$ cat src/rtl/fetch_stage_pkg.sv
// Shared widths, reset address and branch-bus layout for the instruction-fetch front end.
// Decoding br_bus here keeps the field offsets in one place.
package fetch_stage_pkg;

   localparam int          FS_TO_DS_BUS_WD  = 64;
   localparam int          BR_BUS_WD        = 34;
   localparam logic [31:0] RESET_PC_DEFAULT = 32'h1c00_0000;
   localparam int          BR_CANCEL_BIT    = 33;
   localparam int          BR_TAKEN_BIT     = 32;

   typedef logic [1:0] discard_cnt_t;

   typedef struct packed {
      logic        cancel;
      logic        taken;
      logic [31:0] target;
   } br_bus_t;

   function automatic br_bus_t unpack_br_bus(input logic [BR_BUS_WD-1:0] bus);
      br_bus_t b;
      b.cancel = bus[BR_CANCEL_BIT];
      b.taken  = bus[BR_TAKEN_BIT];
      b.target = bus[31:0];
      return b;
   endfunction

endpackage

$ cat src/rtl/fs_discard_ctr.sv
// Wrong-path bookkeeping for IF: counts returns still owed by squashed requests and
// remembers a redirect target until a correct-path request using it is accepted.
module fs_discard_ctr
   import fetch_stage_pkg::*;
(
   input  logic         clk,
   input  logic         reset,
   input  logic         br_cancel,
   input  logic [31:0]  br_target,
   input  logic         fs_valid,
   input  logic         inst_buf_valid,
   input  logic         data_ok,
   input  logic         accept,
   input  logic         pend_valid,
   output discard_cnt_t discard_cnt,
   output logic         stale_accept,
   output logic         br_buf_valid,
   output logic [31:0]  br_buf_target
);

   logic         pend_stale;
   logic         live_data_ok;
   logic         inc_live;
   logic         inc_req;
   logic         dec;
   discard_cnt_t cnt_next;

   assign live_data_ok = data_ok && (discard_cnt == 2'd0);
   assign dec          = data_ok && (discard_cnt != 2'd0);
   // The live request is owed a return only if its word has neither arrived nor been buffered.
   assign inc_live     = br_cancel && fs_valid && !inst_buf_valid && !live_data_ok;
   assign inc_req      = accept && (br_cancel || pend_stale);
   assign stale_accept = accept && pend_stale;
   assign cnt_next     = discard_cnt + discard_cnt_t'(inc_live) + discard_cnt_t'(inc_req)
                         - discard_cnt_t'(dec);

   always_ff @(posedge clk) begin
      if (reset) begin
         discard_cnt  <= '0;
         pend_stale   <= 1'b0;
         br_buf_valid <= 1'b0;
      end else begin
         discard_cnt <= cnt_next;
         if (accept)
            pend_stale <= 1'b0;
         else if (br_cancel && pend_valid)
            pend_stale <= 1'b1;
         if (br_cancel)
            br_buf_valid <= 1'b1;
         else if (accept && !pend_stale)
            br_buf_valid <= 1'b0;
      end
   end

   always_ff @(posedge clk) begin
      if (br_cancel)
         br_buf_target <= br_target;
   end

endmodule

$ cat src/rtl/fetch_stage.sv
// Pre-IF address generation and IF stage: issues word reads on the SRAM-like port and
// hands {inst, pc} to ID, squashing returns that belong to a cancelled path.
module fetch_stage
   import fetch_stage_pkg::*;
#(
   parameter logic [31:0] RESET_PC = RESET_PC_DEFAULT
) (
   input  logic                       clk,
   input  logic                       reset,
   input  logic                       ds_allowin,
   input  logic [BR_BUS_WD-1:0]       br_bus,
   output logic                       fs_to_ds_valid,
   output logic [FS_TO_DS_BUS_WD-1:0] fs_to_ds_bus,
   output logic                       inst_sram_req,
   output logic                       inst_sram_wr,
   output logic [1:0]                 inst_sram_size,
   output logic [3:0]                 inst_sram_wstrb,
   output logic [31:0]                inst_sram_addr,
   output logic [31:0]                inst_sram_wdata,
   input  logic                       inst_sram_addr_ok,
   input  logic                       inst_sram_data_ok,
   input  logic [31:0]                inst_sram_rdata
);

   br_bus_t      br;
   logic         br_stall;
   logic         fs_valid;
   logic         fs_ready_go;
   logic         fs_allowin;
   logic         live_data_ok;
   logic         ds_take;
   logic         accept;
   logic         stale_accept;
   logic         inst_buf_valid;
   logic         pend_valid;
   logic         br_buf_valid;
   logic [31:0]  br_buf_target;
   logic [31:0]  pend_addr;
   logic [31:0]  inst_buf;
   logic [31:0]  fs_pc;
   logic [31:0]  nextpc;
   logic [31:0]  fs_inst;
   discard_cnt_t discard_cnt;

   assign br       = unpack_br_bus(br_bus);
   assign br_stall = br.taken && !br.cancel;

   // Pre-IF: a request that has not been accepted keeps its address even across a redirect.
   assign nextpc         = br_buf_valid ? br_buf_target :
                           br.cancel    ? br.target     : fs_pc + 32'd4;
   assign inst_sram_req  = !reset && (pend_valid || (fs_allowin && !br_stall));
   assign inst_sram_addr = pend_valid ? pend_addr : nextpc;
   assign accept         = inst_sram_req && inst_sram_addr_ok;

   assign inst_sram_wr    = 1'b0;
   assign inst_sram_size  = 2'd2;
   assign inst_sram_wstrb = 4'h0;
   assign inst_sram_wdata = 32'h0;

   // IF stage control
   assign live_data_ok   = inst_sram_data_ok && (discard_cnt == 2'd0);
   assign fs_ready_go    = live_data_ok || inst_buf_valid;
   assign fs_allowin     = !fs_valid || (fs_ready_go && ds_allowin);
   assign fs_to_ds_valid = fs_valid && fs_ready_go && !br.cancel;
   assign ds_take        = fs_to_ds_valid && ds_allowin;

   assign fs_inst      = inst_buf_valid ? inst_buf :
                         fs_valid       ? inst_sram_rdata : 32'h0;
   assign fs_to_ds_bus = {fs_inst, fs_pc};

   always_ff @(posedge clk) begin
      if (reset) begin
         fs_valid       <= 1'b0;
         inst_buf_valid <= 1'b0;
         pend_valid     <= 1'b0;
         fs_pc          <= RESET_PC - 32'd4;
      end else begin
         if (br.cancel)
            fs_valid <= 1'b0;
         else if (accept && !stale_accept)
            fs_valid <= 1'b1;
         else if (ds_take)
            fs_valid <= 1'b0;

         if (accept && !br.cancel && !stale_accept)
            fs_pc <= inst_sram_addr;

         if (br.cancel || ds_take)
            inst_buf_valid <= 1'b0;
         else if (fs_valid && live_data_ok && !ds_allowin)
            inst_buf_valid <= 1'b1;

         pend_valid <= inst_sram_req && !inst_sram_addr_ok;
      end
   end

   always_ff @(posedge clk) begin
      if (inst_sram_req && !pend_valid)
         pend_addr <= inst_sram_addr;
      if (fs_valid && live_data_ok && !inst_buf_valid)
         inst_buf <= inst_sram_rdata;
   end

   fs_discard_ctr u_discard (
      .clk            (clk),
      .reset          (reset),
      .br_cancel      (br.cancel),
      .br_target      (br.target),
      .fs_valid       (fs_valid),
      .inst_buf_valid (inst_buf_valid),
      .data_ok        (inst_sram_data_ok),
      .accept         (accept),
      .pend_valid     (pend_valid),
      .discard_cnt    (discard_cnt),
      .stale_accept   (stale_accept),
      .br_buf_valid   (br_buf_valid),
      .br_buf_target  (br_buf_target)
   );

endmodule

$ cat config.mk
export PLATFORM = sky130hd
export DESIGN_NAME = fetch_stage
export DESIGN_NICKNAME = d
export VERILOG_FILES = /design/src/rtl/fetch_stage_pkg.sv /design/src/rtl/fs_discard_ctr.sv /design/src/rtl/fetch_stage.sv
export SDC_FILE = /design/constraint.sdc
export NUM_CORES = 1
export LEC_CHECK = 0
export ABC_AREA = 0
export CORE_ASPECT_RATIO = 0.75
export CORE_MARGIN = 4
export CORE_UTILIZATION = 51
export CTS_CLUSTER_SIZE = 40
export DETAILED_ROUTE_END_ITERATION = 8
export PLACE_DENSITY = 0.85
export SYNTH_ARGS = -nofsm -noshare
export SYNTH_HDL_FRONTEND = slang
export SYNTH_HIERARCHICAL = 1
export SYNTH_SLANG_ARGS = --single-unit
$ cat constraint.sdc
create_clock -name clk -period 10.8 [get_ports clk]
set_input_delay 2.16 -clock clk [delete_from_list [all_inputs] [get_ports clk]]
set_output_delay 2.16 -clock clk [all_outputs]
set_load 0.01 [all_outputs]
# Yosys cells after proc, flatten, opt, wreduce, memory -nomap -nowiden
# Cells that the tools add are included.
[totals]
register_bits = 135
inputBits = 71
output_inout_bits = 137
elab_cells = 71
[op_classes]
add_sub_neg = 4
n_mux = 9
n_reduce_logical = 48
[op_table]
columns = ["cell", "n"]
rows = [
  ["32-bit two-way mux", 5],
  ["32-bit by 3-bit adder with 32-bit output (second input constant)", 1],
  ["1-bit logical AND", 25],
  ["1-bit logical NOT", 11],
  ["2-bit nonzero test", 3],
  ["2-bit OR reduction", 3],
  ["1-bit logical OR", 5],
  ["2-bit by 1-bit adder with 2-bit output", 2],
  ["1-bit two-way mux", 4],
  ["2-bit logical NOT", 1],
  ["2-bit by 1-bit subtractor with 2-bit output", 1],
]

# Logic depth before layout (Yosys ltp)
[logic_depth]
ltp_word = 13
ltp_mapped = 14
mapped_depth_nobuf = 11

# Cells and area by module
# The synthesis kept the hierarchy.
[modules_own_cells]
columns = ["mod", "instances", "cells_each", "area_each_um2", "seq_area_each_um2"]
rows = [
  ["fetch_stage", 1, 585, 5660.4, 2622.5],
  ["fs_discard_ctr", 1, 54, 1166.1, 1041.0],
]

# Worst setup path after synthesis
# Ideal clock, no wire load.
[synth_path]
path_kind = "input port to output port"
start = "input port br_bus[33]"
end = "output port inst_sram_addr[0]"
t_arrival_ns = 3.525
setup_slack_ns = 5.115
stages = 6
cell_sequence = "clkbuf_1 -> clkbuf_1 -> buf_1 -> mux2i_1 -> o21ai_0 -> mux2_2"
[synth_between]
elab_chain_cells = 3
[synth_lines]
columns = ["item", "line", "source"]
rows = [
  ["start: declaration", "fetch_stage.sv:11", "input logic [BR_BUS_WD-1:0] br_bus,"],
  ["32-bit two-way mux", "fetch_stage.sv:50", "br.cancel ? br.target : fs_pc + 32'd4;"],
  ["32-bit two-way mux", "fetch_stage.sv:49", "assign nextpc = br_buf_valid ? br_buf_target :"],
  ["32-bit two-way mux", "fetch_stage.sv:52", "assign inst_sram_addr = pend_valid ? pend_addr : nextpc;"],
  ["end: declaration", "fetch_stage.sv:18", "output logic [31:0] inst_sram_addr,"],
]
# Every way passes these cells.

# Worst setup path in the final report
[layout_path]
start = "input port br_bus[33]"
end = "output port inst_sram_addr[9]"
# Same word-level chain as after synthesis.

==> flow_metrics.env <==
export IMPL_synth_main_ff_cell="edfxtp_1"
export IMPL_grt_use_met2_pct=40.9
export IMPL_r2r_start="pend_valid"
export IMPL_reg2reg_slack_ns=6.56
export IMPL_ctsResizeCount=0
export IMPL_cts_buffer_depth=2
export IMPL_p_seq_share_pct=39.9
export IMPL_cp_max_fo=72
export IMPL_power_density_nw_per_um2=177
export IMPL_seq_area_frac_synth_pct=53.7
export IMPL_p_comb_share_pct=22.7
export IMPL_peakVddDrop_mv=0.129
export IMPL_synthCells=639
export IMPL_antenna_found_initial=0
export IMPL_die_w_um=142
export IMPL_pre_cts_ws_ns=4.05
export IMPL_fillerInstances=935
export IMPL_dp_hpwl_mm=13.6
export IMPL_fp_dieArea_um2=15300
export IMPL_intPower_uw=1150
export IMPL_rsz0062_at_grt="false"
export IMPL_synth_edf_count=96
export IMPL_grt_pass1_wl_mm=31.7
export IMPL_postCtsSetupBuffers=0
export IMPL_cts_buffers=17
export IMPL_routed_wl_mm=20.5
export IMPL_busiest_layer="met2"
export IMPL_grt_use_total_pct=26.3
export IMPL_cts_root_buf="clkbuf_16"
export IMPL_tritoncts="done"
export IMPL_worstSetupStartpointType="input port"
export IMPL_drive_gt1_share_pct=8.99
export IMPL_final_cell_mix="167 x clkdlybuf4s50_1, 96 x edfxtp_1, 58 x nand2_1"
export IMPL_p_switching_uw=461
export IMPL_vias_per_cell=6.17
export IMPL_hold_class="reg2reg"
export IMPL_startpoint="br_bus[33]"
export IMPL_arrival_ns=4.68
export IMPL_finalSetupViolCount=0
export IMPL_drt_iter0_drc=673
export IMPL_hold_viol=0
export IMPL_drv_slew=0
export IMPL_drc=0
export IMPL_crit_path_cell_trace="buf_2, buf_4, nand2b_1, o22ai_1, a21oi_1, mux2_2, clkdlybuf4s50_1"
export IMPL_fin_worst_skew_ns=0.00978
export IMPL_maxSlewHeadroom_pct=10.1
export IMPL_final_antenna_net_count=0
export IMPL_ys_warn_count=6
export IMPL_grt_ovfl_total=0
export IMPL_clk_pin_slew_ns=0.06
export IMPL_portBuffers=168
export IMPL_cpPeakStageDelay_ns=0.63
export IMPL_leakage_uw=0.00335
export IMPL_num_rows=36
export IMPL_swShare_pct=28.6
export IMPL_fmax_mhz=146
export IMPL_use_met3_pct=5.84
export IMPL_cap_viol_max_count=0
export IMPL_core_area_um2=13100
export IMPL_cts_hold_buf=0
export IMPL_rr_worst_depth=12
export IMPL_grt_util_met1_pct=36.7
export IMPL_clockPowerShare_pct=37.4
export IMPL_htreeDepth=4
export IMPL_fp_dieH_um=108
export IMPL_seq_area_um2=3660
export IMPL_clk_latency_ns=0.42
export IMPL_r2r_end="fs_pc[14]"
export IMPL_crit_required_ns=8.64
export IMPL_num_io_pins=208
export IMPL_floorplan_initialDensity_pct=52.3
export IMPL_worst_pin_slew_ns=1.35
export IMPL_status="complete, no violations"
export IMPL_dr_pass1_iters=9
export IMPL_grt_max_degree=73
export IMPL_setup_worst_path_end_class="output port"
export IMPL_vias=5993
export IMPL_min_from="fs_pc[0]"
export IMPL_syn_area_um2=6830
export IMPL_avgRoutedWirePerCell_um=21.1
export IMPL_critPathCapture="inst_sram_addr[9]"
export IMPL_nNetsFinal=862
export IMPL_tns_ns=0
export IMPL_cpMaxStageDelayCell="buf_4"
export IMPL_grt_pass1_vias=5820
export IMPL_async_flop_share_pct=0
export IMPL_area_delta_synth_final_pct=33.0
export IMPL_min_period_over_period_pct=63.3
export IMPL_period_needed_ns=6.84
export IMPL_criticalPathCategory="in2out"
export IMPL_final_common_cell="clkdlybuf4s50_1"
export IMPL_n_antenna_cell=0
export IMPL_cts_sinks=135
export IMPL_syn_area_per_cell_um2=10.7
export IMPL_ys_types=61
export IMPL_ys_ff_latch=135
export IMPL_layout_setup_ws_ns=3.96
export IMPL_multi_input_area_um2=2810
export IMPL_finalWeightedCongestion=0.906
[layer usage]
| layer | share of wire, % | wire [µm] | vias to the layer above |
|---|---|---|---|
| li1 | - | - | 2673 |
| met3 | 11 | 2190 | 37 |
| met1 | 41 | 8420 | 2890 |
| met4 | 1.9 | 382 | 0 |
| met2 | 47 | 9560 | 393 |
| met5 | 0 | 0 | - |
[critical path: cells and delay by family]
kind                   cells  cell delay, ns
buffers and inverters      3            1.20
and+or+nand+nor            1            0.59
AOI/OAI and AO/OA          2            0.37
muxes                      1            0.32
[Yosys cell counts, types with 3 or more instances]
library cell | count | area [µm²]
buf_1 | 5 | 18.8
o311ai_0 | 4 | 35.0
edfxtp_1 | 96 | 2880
o22ai_1 | 13 | 81.3
and4_1 | 5 | 43.8
nand3_1 | 13 | 65.1
nor4_1 | 13 | 81.3
xnor2_1 | 6 | 52.6
nor2_1 | 33 | 124
nor3_1 | 11 | 55.1
nand4_1 | 7 | 43.8
buf_4 | 39 | 293
o31a_1 | 16 | 140
clkbuf_1 | 37 | 139
nor3b_1 | 5 | 37.5
xor2_1 | 5 | 43.8
a21oi_1 | 19 | 95.1
a31o_2 | 5 | 43.8
nand2b_1 | 7 | 43.8
or3_1 | 13 | 81.3
nand2_1 | 58 | 218
mux2_2 | 9 | 101
dfxtp_1 | 39 | 781
a22oi_1 | 3 | 22.5
o31ai_1 | 6 | 45.0
o21a_1 | 8 | 60.1
o221ai_1 | 3 | 26.3
or2_2 | 3 | 18.8
nor2b_1 | 10 | 62.6
a22o_1 | 32 | 280
o21ai_0 | 32 | 160
a2bb2oi_1 | 4 | 35.0
o211ai_1 | 3 | 22.5
a31oi_1 | 8 | 50.1
or4_1 | 3 | 22.5
inv_1 | 12 | 45.0
mux2i_1 | 5 | 50.1
and2_1 | 5 | 31.3
a21bo_2 | 7 | 70.1
a211o_1 | 3 | 26.3
and3_1 | 7 | 43.8
[cell type report]
type                            count  area share [%]
Sequential cell                   135            40.3
Multi-Input combinational cell    446            31.0
Timing Repair Buffer              175            19.0
Clock buffer                       19            4.88
Tap cell                          171            2.36
Clock inverter                     13            1.90
Inverter                           13           0.537
[flip-flops by register name (all words and copies together), names as in the netlist, 2 cells and up]
register and flops:
pend_addr 32, fs_pc 32, inst_buf 32, u_discard/discard_cnt 2
u_discard/br_buf_target 32
[stage by stage]
step	instances	hold slack [ns]	instance area (µm²)	total power (µW)	utilization, %
finish	972	0.513	9080	1610	69.5
global route	972	0.562	9080	1670	69.5
CTS	972	0.517	9080	1610	69.5
detailed placement	940	0.505	8470	1010	64.8
global placement	940	0.500	8470	995	64.8
floorplan	676	0.496	6970	851	-
[logic make-up (layout without fill, tap and decap cells)]
group | after synthesis | count (layout) | share of synthesized area [%]
xor gates and xnor gates | 11 | 11 | 1.41
and+or+nand+nor | 198 | 198 | 15.0
other | 2 | 39 | 0.110
AOI/OAI and AO/OA | 181 | 181 | 19.6
muxes | 14 | 14 | 2.22
DFF | 135 | 135 | 53.7
buffers and inverters | 95 | 220 | 7.39
adders and majority gates | 3 | 3 | 0.660
[worst min-delay path by stage]
stage               slack, ns                   end  cells past startpoint
CTS                      0.52              fs_pc[0]                      2
detailed placement       0.50              fs_pc[0]                      2
finish                   0.51              fs_pc[0]                      2
global placement         0.50              fs_pc[0]                      2
floorplan                0.50  u_discard/pend_stale                      2
global route             0.56              fs_pc[0]                      2
[power by group through the flow]
| stage | sequential, µW | clock, µW | combinational (µW) |
|---|---|---|---|
| after floorplan | 645 | 0 | 205 |
| after global placement | 649 | 0 | 346 |
| after detailed placement | 651 | 0 | 357 |
| after CTS | 642 | 602 | 363 |
| after global routing | 647 | 626 | 395 |
| final | 643 | 602 | 366 |
Power figures use the tool's default switching activity.
